$ cat src/rtl/demux_1to3_buf.sv
// Routes each accepted word to one of three independently buffered output ports.
// Latency: 1 cycle from acceptance to outN_valid; 2 words of buffering per port.
// Backpressure: in_ready drops only when the selected port's buffer is full (registered state).
//
// Ports:
//   clk, rst                 single clock, synchronous active-high reset
//   in_valid/in_ready        input handshake; in_sel picks port 1..3 (11 = illegal, discarded)
//   in_data                  offered word
//   outN_valid/outN_ready    per-port output handshake, N = 1..3
//   outN_data                head word of port N, forced to 0 while outN_valid = 0
//   err_pulse                one-cycle flag after an illegal-select word was discarded
//   err_cnt                  saturating count of discarded illegal-select words

// Two-entry FIFO used once per output port.
// Latency: 1 cycle from push to pop_vld; simultaneous push/pop allowed at occupancy 1.
// Backpressure: full is derived from registered occupancy only; pop with nothing stored is ignored.
//
// Ports:
//   clk, rst                 single clock, synchronous active-high reset
//   push_vld/push_dat        write request and data (ignored when full)
//   pop_rdy                  consumer takes the head word this cycle
//   pop_vld/pop_dat          head word present / head word (0 when empty)
//   full                     two words stored
module demux_1to3_buf_fifo #(
    parameter int W = 128
) (
    input  logic         clk,
    input  logic         rst,
    input  logic         push_vld,
    input  logic [W-1:0] push_dat,
    input  logic         pop_rdy,
    output logic         pop_vld,
    output logic [W-1:0] pop_dat,
    output logic         full
);

    logic [W-1:0] mem_q [2];
    logic [W-1:0] mem_d [2];
    logic         rd_ptr_q, rd_ptr_d;
    logic         wr_ptr_q, wr_ptr_d;
    logic [1:0]   cnt_q, cnt_d;
    logic         do_push;
    logic         do_pop;

    always_comb begin
        mem_d    = mem_q;
        rd_ptr_d = rd_ptr_q;
        wr_ptr_d = wr_ptr_q;
        cnt_d    = cnt_q;

        // Guards keep the FIFO consistent even if a caller misbehaves.
        do_push = push_vld && (cnt_q != 2'd2);
        do_pop  = pop_rdy  && (cnt_q != 2'd0);

        if (do_push) begin
            mem_d[wr_ptr_q] = push_dat;
            wr_ptr_d        = ~wr_ptr_q;
        end
        if (do_pop) begin
            rd_ptr_d = ~rd_ptr_q;
        end

        // Push and pop together leave occupancy unchanged.
        case ({do_push, do_pop})
            2'b10:   cnt_d = cnt_q + 2'd1;
            2'b01:   cnt_d = cnt_q - 2'd1;
            default: cnt_d = cnt_q;
        endcase
    end

    always_ff @(posedge clk) begin
        if (rst) begin
            rd_ptr_q <= 1'b0;
            wr_ptr_q <= 1'b0;
            cnt_q    <= 2'd0;
        end else begin
            rd_ptr_q <= rd_ptr_d;
            wr_ptr_q <= wr_ptr_d;
            cnt_q    <= cnt_d;
        end
    end

    // Storage needs no reset: its contents are never visible while empty.
    always_ff @(posedge clk) begin
        mem_q <= mem_d;
    end

    assign pop_vld = (cnt_q != 2'd0);
    assign pop_dat = pop_vld ? mem_q[rd_ptr_q] : '0;
    assign full    = (cnt_q == 2'd2);

endmodule

module demux_1to3_buf #(
    parameter int dataWidth = 128,
    parameter int ERR_W     = 8
) (
    input  logic                 clk,
    input  logic                 rst,
    input  logic                 in_valid,
    output logic                 in_ready,
    input  logic [1:0]           in_sel,
    input  logic [dataWidth-1:0] in_data,
    output logic                 out1_valid,
    input  logic                 out1_ready,
    output logic [dataWidth-1:0] out1_data,
    output logic                 out2_valid,
    input  logic                 out2_ready,
    output logic [dataWidth-1:0] out2_data,
    output logic                 out3_valid,
    input  logic                 out3_ready,
    output logic [dataWidth-1:0] out3_data,
    output logic                 err_pulse,
    output logic [ERR_W-1:0]     err_cnt
);

    localparam logic [1:0] SEL_P1  = 2'b00;
    localparam logic [1:0] SEL_P2  = 2'b01;
    localparam logic [1:0] SEL_P3  = 2'b10;
    localparam logic [1:0] SEL_ILL = 2'b11;

    logic [2:0]       full;
    logic [2:0]       push_vld;
    logic             sel_rdy;
    logic             accept;
    logic             err_pulse_q, err_pulse_d;
    logic [ERR_W-1:0] err_cnt_q, err_cnt_d;

    // in_ready depends only on in_sel, rst and registered occupancy, so no
    // path exists from any outN_ready; a port that is draining this cycle
    // still reports full until the next edge.
    always_comb begin
        sel_rdy = 1'b0;
        case (in_sel)
            SEL_P1:  sel_rdy = !full[0];
            SEL_P2:  sel_rdy = !full[1];
            SEL_P3:  sel_rdy = !full[2];
            SEL_ILL: sel_rdy = 1'b1;
            default: sel_rdy = 1'b0;
        endcase
    end

    assign in_ready = !rst && sel_rdy;
    assign accept   = in_valid && in_ready;

    always_comb begin
        push_vld    = 3'b000;
        err_pulse_d = 1'b0;
        err_cnt_d   = err_cnt_q;
        if (accept) begin
            case (in_sel)
                SEL_P1:  push_vld = 3'b001;
                SEL_P2:  push_vld = 3'b010;
                SEL_P3:  push_vld = 3'b100;
                default: begin
                    err_pulse_d = 1'b1;
                    if (err_cnt_q != {ERR_W{1'b1}}) begin
                        err_cnt_d = err_cnt_q + 1'b1;
                    end
                end
            endcase
        end
    end

    always_ff @(posedge clk) begin
        if (rst) begin
            err_pulse_q <= 1'b0;
            err_cnt_q   <= '0;
        end else begin
            err_pulse_q <= err_pulse_d;
            err_cnt_q   <= err_cnt_d;
        end
    end

    assign err_pulse = err_pulse_q;
    assign err_cnt   = err_cnt_q;

    demux_1to3_buf_fifo #(.W(dataWidth)) u_fifo1 (
        .clk      (clk),
        .rst      (rst),
        .push_vld (push_vld[0]),
        .push_dat (in_data),
        .pop_rdy  (out1_ready),
        .pop_vld  (out1_valid),
        .pop_dat  (out1_data),
        .full     (full[0])
    );

    demux_1to3_buf_fifo #(.W(dataWidth)) u_fifo2 (
        .clk      (clk),
        .rst      (rst),
        .push_vld (push_vld[1]),
        .push_dat (in_data),
        .pop_rdy  (out2_ready),
        .pop_vld  (out2_valid),
        .pop_dat  (out2_data),
        .full     (full[1])
    );

    demux_1to3_buf_fifo #(.W(dataWidth)) u_fifo3 (
        .clk      (clk),
        .rst      (rst),
        .push_vld (push_vld[2]),
        .push_dat (in_data),
        .pop_rdy  (out3_ready),
        .pop_vld  (out3_valid),
        .pop_dat  (out3_data),
        .full     (full[2])
    );

endmodule

$ cat config.mk
export PLATFORM = sky130hd
export DESIGN_NAME = demux_1to3_buf
export DESIGN_NICKNAME = d
export VERILOG_FILES = /design/src/rtl/demux_1to3_buf.sv
export SDC_FILE = /design/constraint.sdc
export NUM_CORES = 1
export LEC_CHECK = 0
export ABC_AREA = 1
export BUFFER_PORTS_ARGS = -buffer_cell sky130_fd_sc_hd__buf_2
export CORE_MARGIN = 10
export CORE_UTILIZATION = 60
export DETAILED_ROUTE_END_ITERATION = 6
export PLACE_DENSITY_LB_ADDON = 0.25
export SLEW_MARGIN = 20
export SYNTH_ARGS = -nofsm -noshare
export SYNTH_HDL_FRONTEND = slang
export SYNTH_SLANG_ARGS = --single-unit
$ cat constraint.sdc
create_clock -name clk -period 16.5 [get_ports clk]
set_input_delay 1.65 -clock clk [delete_from_list [all_inputs] [get_ports clk]]
set_output_delay 1.65 -clock clk [all_outputs]
set_load 0.05 [all_outputs]
==> impl_metrics.csv, run 1 <==
group,metric,value,unit
run_status,status,"completed",
sta,rsz0062_at_grt,"no",
sta,period_minus_slack,5.29,ns
critical_path,reg2reg_from,"u_fifo3.cnt_q[0]$_SDFFE_PP0P_",
global_routing,grt-ovfl-total,0,
floorplanning,rows,81,
power_and_ir_drop,switching_share,28.2,%
routing,via_count,20000,
job,cap_violations,0,
power_and_ir_drop,combPwrFrac,14.9,%
placed_design,place_area,32800,µm²
critical_path,reg2reg_to,"u_fifo1.mem_q[44]$_DFFE_PP_",
critical_path,crit_arrival,3.64,ns
synth,ys_warn_count,0,
synth,synth_seq_area_share,79.3,%
global_routing,globalRouteTotalUtil,27.5,%
clock_network,path_clk_slew,0.06,ns
cells_and_area,fillers,3192,
clock_network,post_cts.repair.setup_buffers,0,
sta,max_slew_margin,22.7,%
floorplanning,die_area,58600,µm²
power_and_ir_drop,p_int,3.29,mW
critical_path,crit_chain,"inv_4, buf_4, nand2_1, a21oi_1, buf_2",
cells_and_area,final_cell_area,35200,µm²
clock_network,cts_resized,0,
floorplanning,io_pins,533,
clock_network,cts_root_buffer,"clkbuf_16",
global_routing,grt_pass1_vias,19600,
critical_path,cp_slowest_cell,"buf_4",
sta,max_freq,0.189,GHz
routing,wire_per_inst,24.2,µm
synth,ys_seq_elements,789,
cells_and_area,drive_gt1_share,24.7,%
cells_and_area,final_util,72.1,%
sta,final-hold-violation-count,0,
cells_and_area,final_cells,3448,
critical_path,crit_path_end,"out3_data[13]",
power_and_ir_drop,vdd_drop_max,0.000143,V
global_routing,grt_max_degree,86,
clock_network,cts_made_buffers,77,
sta,tightest_slew,1.16,ns
power_and_ir_drop,p_seq_share,49.0,%
sta,finalSetupTns,0,ns
clock_network,cts.htree.levels,3,
min_path,hp-class,"register to register",
floorplanning,die_h,242,µm
critical_path,crit_start,"u_fifo3.rd_ptr_q$_SDFFE_PP0P_",
critical_path,endpoint_kind,"output port",
synth,postSynthCellCount,2214,
power_and_ir_drop,power.switching,1.29,mW
synth,avgSynthCellArea,13.4,µm²
clock_network,cts_hold_buf,0,
critical_path,worstPathRequired,14.85,ns
sta,setup_viol,0,
power_and_ir_drop,finalPower,4.59,mW
cells_and_area,area_growth,18.9,%
placed_design,routabilityCongestion,0.882,
placed_design,placed_cells,3303,
clock_network,cts.sinks,789,
floorplanning,fp.dieW,242,µm
routing,drc,0,
global_routing,antenna_found_initial,11,
synth,synth_cell_type_count,23,
routing,routed_wl,83300,µm
power_and_ir_drop,power_density,130,nW/µm²
global_routing,grt_pass1_wl,123000,µm
sta,fin_crit_sh,32.1,%
critical_path,rr_worst_depth,9,
critical_path,path_class,"register to output port",
critical_path,regToRegSetupSlack,13.31,ns
routing,drt_first_pass_iters,5,
synth,synth_flop_cell,"edfxtp_1",
synth,syn_area,29600,µm²
critical_path,start_kind,"register",
synth,synth-edff-count,768,
routing,drt-initial-drc-count,2300,
clock_network,cts_tree,"yes",
floorplanning,core_area,48800,µm²
placed_design,dp_hpwl,51400,µm
cells_and_area,layout.nets,2860,
sta,drv_slew,0,
routing,ant_nets,0,
power_and_ir_drop,power_frac_clock,36.1,%
critical_path,max_stage_delay,0.79,ns
routing,viasPerCell,5.79,
synth,synthArstFlopShare,0,%
clock_network,insertion_delay,0.61,ns
critical_path,cp_max_fo,73,
clock_network,clk_path_buf_depth,3,
sta,clock_skew,0.0226,ns
synth,synth_fp_nets,2354,
power_and_ir_drop,p_leak,13.7,nW
floorplanning,initial_core_util,60.6,%
placed_design,port_buffers,532,
==> stage by stage <==
stage / setup WS (ns) / hold WS (ns)
after floorplan: 8.32 / 0.435
after global placement: 11.70 / 0.482
after detailed placement: 11.62 / 0.500
after CTS: 11.25 / 0.509
after global routing: 11.07 / 0.534
final: 11.21 / 0.508
==> how the worst min path moves through the flow <==
stage	startpoint	endpoint	slack [ns]	cells past startpoint
after floorplan	u_fifo1.wr_ptr_q$_SDFFE_PP0N_	u_fifo1.wr_ptr_q$_SDFFE_PP0N_	0.44	2
after global placement	u_fifo2.wr_ptr_q$_SDFFE_PP0N_	u_fifo2.wr_ptr_q$_SDFFE_PP0N_	0.48	2
after detailed placement	u_fifo3.wr_ptr_q$_SDFFE_PP0N_	u_fifo3.wr_ptr_q$_SDFFE_PP0N_	0.50	2
after CTS	u_fifo3.wr_ptr_q$_SDFFE_PP0N_	u_fifo3.wr_ptr_q$_SDFFE_PP0N_	0.51	2
after global routing	err_cnt[1]$_SDFFE_PP0P_	err_cnt[1]$_SDFFE_PP0P_	0.53	2
final	u_fifo3.wr_ptr_q$_SDFFE_PP0N_	u_fifo3.wr_ptr_q$_SDFFE_PP0N_	0.51	2
==> worst max-delay path: cells and delay by family (launching register included) <==
family / cells / cell delay (ns)
buffers and inverters: 3 / 1.80
AO/OA/AOI/OAI: 1 / 0.33
AND/OR/NAND/NOR: 1 / 0.10
flip-flops: 1 / 0.55
==> power by group through the flow <==
| stage | clock network [mW] | logic [mW] | registers [mW] |
|---|---|---|---|
| 3_3_place_gp | 0 | 0.673 | 2.29 |
| 2_1_floorplan | 0 | 0.471 | 2.28 |
| 6_report | 1.66 | 0.683 | 2.25 |
| 3_5_place_dp | 0 | 0.682 | 2.29 |
| 5_1_grt | 1.76 | 0.716 | 2.25 |
| 4_1_cts | 1.67 | 0.685 | 2.25 |
==> cells in the mapped netlist, types with 11 or more instances <==
master    number  area [µm²]
nand2_1      799        3000
edfxtp_1     768       23100
a21oi_1      406        2030
buf_2         61         305
clkbuf_1      51         191
inv_1         26        97.6
dfxtp_1       21         420
nor2_1        17        63.8
buf_1         16        60.1
nand3_1       12        60.1
o21ai_0       11        55.1
==> final cells by class <==
type | count | area, µm² | area share [%]
Antenna cell | 10 | 25.0 | 0.0711
Inverter | 29 | 133 | 0.377
Clock inverter | 40 | 282 | 0.800
Multi-Input combinational cell | 1268 | 5500 | 15.6
Timing Repair Buffer | 555 | 2870 | 8.16
Tap cell | 664 | 831 | 2.36
Sequential cell | 789 | 23500 | 66.7
Clock buffer | 93 | 2070 | 5.89
==> placed cells by master (no fill, tap or decap), types with 16 or more instances in the layout <==
cell type / instances
clkinv_2: 16
edfxtp_1: 768
a21oi_1: 406
clkbuf_16: 81
clkinv_1: 19
nand2_1: 799
inv_1: 20
buf_4: 20
buf_2: 532
dfxtp_1: 18
==> metal layers <==
layer	GRT usage (%)	share of wire [%]	vias to the layer above
met3	6.56	10	152
met4	10.4	3.1	8
met1	35.2	37	9820
met2	45.2	49	1197
li1	-	-	8803
met5	0	0.065	-
==> cell families (layout without fill, tap and decap cells) <==
group / after synthesis / in the layout / share of synthesized area, %
AO/OA/AOI/OAI: 418 / 418 / 7.08
XOR/XNOR: 7 / 7 / 0.207
adder cells (fa/ha/maj): 4 / 4 / 0.169
buffers and inverters: 157 / 717 / 2.25
flip-flops: 789 / 789 / 79.3
other: 0 / 10 / 0
AND/OR/NAND/NOR: 839 / 839 / 11.0
==> state kept, by name (all words and copies together), names as in the netlist <==
register	cells
u_fifo1.rd_ptr_q	1
err_pulse	1
u_fifo3.mem_q	256
u_fifo2.wr_ptr_q	1
u_fifo3.wr_ptr_q	1
u_fifo2.mem_q	256
u_fifo3.rd_ptr_q	1
u_fifo2.cnt_q	2
u_fifo3.cnt_q	2
u_fifo1.wr_ptr_q	1
u_fifo2.rd_ptr_q	1
u_fifo1.cnt_q	2
err_cnt	8
u_fifo1.mem_q	256
Note: power is estimated with default switching activity, not from simulation.
==> run 2: changes to the inputs <==
Settings changed: CORE_UTILIZATION 60 to 56.
Clock period 16.5 ns to 5.1 ns, I/O delays scaled along.
==> run 2 against run 1 <==
Net effect: clock power grew to 3.1 times the previous value; largest power group unchanged; total power grew to 3.2 times the previous value; setup slack lost 9.9 ns; register-to-register slack lost 11 ns; largest cell class unchanged; sequential share of layout area grew 0.057 points; flip-flop and latch count is the same; worst hold slack lost 0.37 ns; clock skew shrank 0.0038 ns; highest routed layer unchanged; cell area is essentially flat; critical path depth is the same.
==> impl_metrics.csv, run 2 (same netlist as run 1, synthesis figures left out) <==
group,metric,value,unit
placed_design,placed_cells,3335,
cells_and_area,reg_top3,"u_fifo1.mem_q: 256 flops, u_fifo2.mem_q: 256 flops, u_fifo3.mem_q: 256 flops",
clock_network,cts.sinks,789,
sta,rsz0062_at_grt,"no",
power_and_ir_drop,switching_share,28.2,%
clock_network,cts_tree,"yes",
routing,wire_per_inst,23.5,µm
critical_path,worstPathRequired,4.59,ns
power_and_ir_drop,finalPower,14.6,mW
cells_and_area,layout_commonest_cell,"nand2_1",
clock_network,insertion_delay,0.61,ns
sta,finalSetupTns,0,ns
routing,routed_wl,81700,µm
min_path,hp-class,"input port to register",
clock_network,path_clk_slew,0.06,ns
power_and_ir_drop,power.switching,4.11,mW
floorplanning,initial_core_util,56.4,%
sta,final-hold-violation-count,0,
critical_path,path_class,"register to output port",
clock_network,cts_root_buffer,"clkbuf_16",
power_and_ir_drop,p_seq_share,49.8,%
clock_network,clk_path_buf_depth,3,
power_and_ir_drop,combPwrFrac,15.1,%
placed_design,place_area,32900,µm²
floorplanning,fp.dieW,250,µm
routing,ant_nets,0,
floorplanning,rows,84,
cells_and_area,layout.nets,2865,
clock_network,post_cts.repair.setup_buffers,0,
cells_and_area,final_cell_area,35200,µm²
sta,max_freq,0.264,GHz
sta,clock_skew,0.0188,ns
power_and_ir_drop,vdd_drop_max,0.000332,V
placed_design,dp_hpwl,52200,µm
cells_and_area,final_cell_mix,"799 x nand2_1, 768 x edfxtp_1, 532 x buf_2, 406 x a21oi_1, 79 x clkbuf_16",
job,cap_violations,0,
critical_path,start_kind,"register",
sta,fin_crit_sh,74.4,%
floorplanning,io_pins,533,
global_routing,grt-ovfl-total,0,
floorplanning,die_area,62500,µm²
cells_and_area,drive_gt1_share,24.5,%
critical_path,crit_arrival,3.28,ns
global_routing,grt_pass1_wl,121000,µm
sta,period_minus_slack,3.79,ns
routing,drc,0,
routing,via_count,19700,
critical_path,cp_max_fo,73,
routing,drt-initial-drc-count,2089,
sta,tightest_slew,1.11,ns
cells_and_area,final_cells,3471,
power_and_ir_drop,power_frac_clock,35.1,%
clock_network,cts_resized,0,
clock_network,cts_made_buffers,76,
power_and_ir_drop,p_int,10.5,mW
sta,max_slew_margin,25.8,%
cells_and_area,fillers,3708,
cells_and_area,area_growth,18.8,%
placed_design,port_buffers,532,
global_routing,antenna_found_initial,7,
critical_path,endpoint_kind,"output port",
power_and_ir_drop,power_density,415,nW/µm²
placed_design,routabilityCongestion,0.830,
sta,setup_viol,0,
run_status,status,"completed",
sta,holdWs,0.139,ns
floorplanning,die_h,250,µm
floorplanning,core_area,52400,µm²
clock_network,cts_hold_buf,0,
global_routing,globalRouteTotalUtil,25.2,%
power_and_ir_drop,p_leak,13.6,nW
global_routing,grt_pass1_vias,19100,
sta,drv_slew,0,
clock_network,cts.htree.levels,3,
routing,drt_first_pass_iters,5,
routing,viasPerCell,5.66,
global_routing,grt_max_degree,100,
run 2: final cells by class:
cell class | instances | area, µm² | share of cell area [%]
antenna | 3 | 7.51 | 0.0213
clock buffer | 107 | 2080 | 5.92
clock inverter | 26 | 145 | 0.413
inverter | 29 | 138 | 0.391
multi-input combinational | 1268 | 5500 | 15.6
sequential | 789 | 23500 | 66.8
tap | 688 | 861 | 2.45
timing repair buffer | 561 | 2950 | 8.39
run 2: through the flow:
step                      utilization [%]  setup slack, ns
after global placement               62.7             2.03
after CTS                            67.0             1.30
final                                67.1             1.31
after detailed placement             62.8             1.93
after floorplan                         -            0.223
after global routing                 67.1             1.22
run 2: power by group through the flow:
stage	logic, mW	registers (mW)	clock network, mW
final	2.21	7.27	5.12
after global routing	2.32	7.27	5.44
after CTS	2.22	7.27	5.17
after detailed placement	2.22	7.41	0
after global placement	2.18	7.40	0
after floorplan	1.52	7.37	0
run 2: final timing paths:
path                                               startpoint                            end  slack, ns  depth (start not counted)
worst max register to register  u_fifo3.cnt_q[0]$_SDFFE_PP0P_    u_fifo3.mem_q[30]$_DFFE_PP_       2.30                          9
worst max-delay path            u_fifo3.rd_ptr_q$_SDFFE_PP0P_                  out3_data[24]       1.31                          5
worst min-delay path                              in_data[81]   u_fifo2.mem_q[209]$_DFFE_PP_       0.14                          1
worst min register to register  u_fifo1.wr_ptr_q$_SDFFE_PP0N_  u_fifo1.wr_ptr_q$_SDFFE_PP0N_       0.50                          2
run 2: layer usage:
layer	routed length (µm)	global-route usage, %	vias to the layer above
met2	40500	41.6	1094
met5	42	0	-
met4	2430	9.18	8
met3	8070	5.96	140
li1	-	-	8825
met1	30700	32.1	9591
run 2: critical path: stages, from the launching register on:
cell	delay, ns
dfxtp_4	0.54
inv_4	0.82
buf_4	0.48
nand2_1	0.14
a21oi_1	0.31
buf_2	0.33
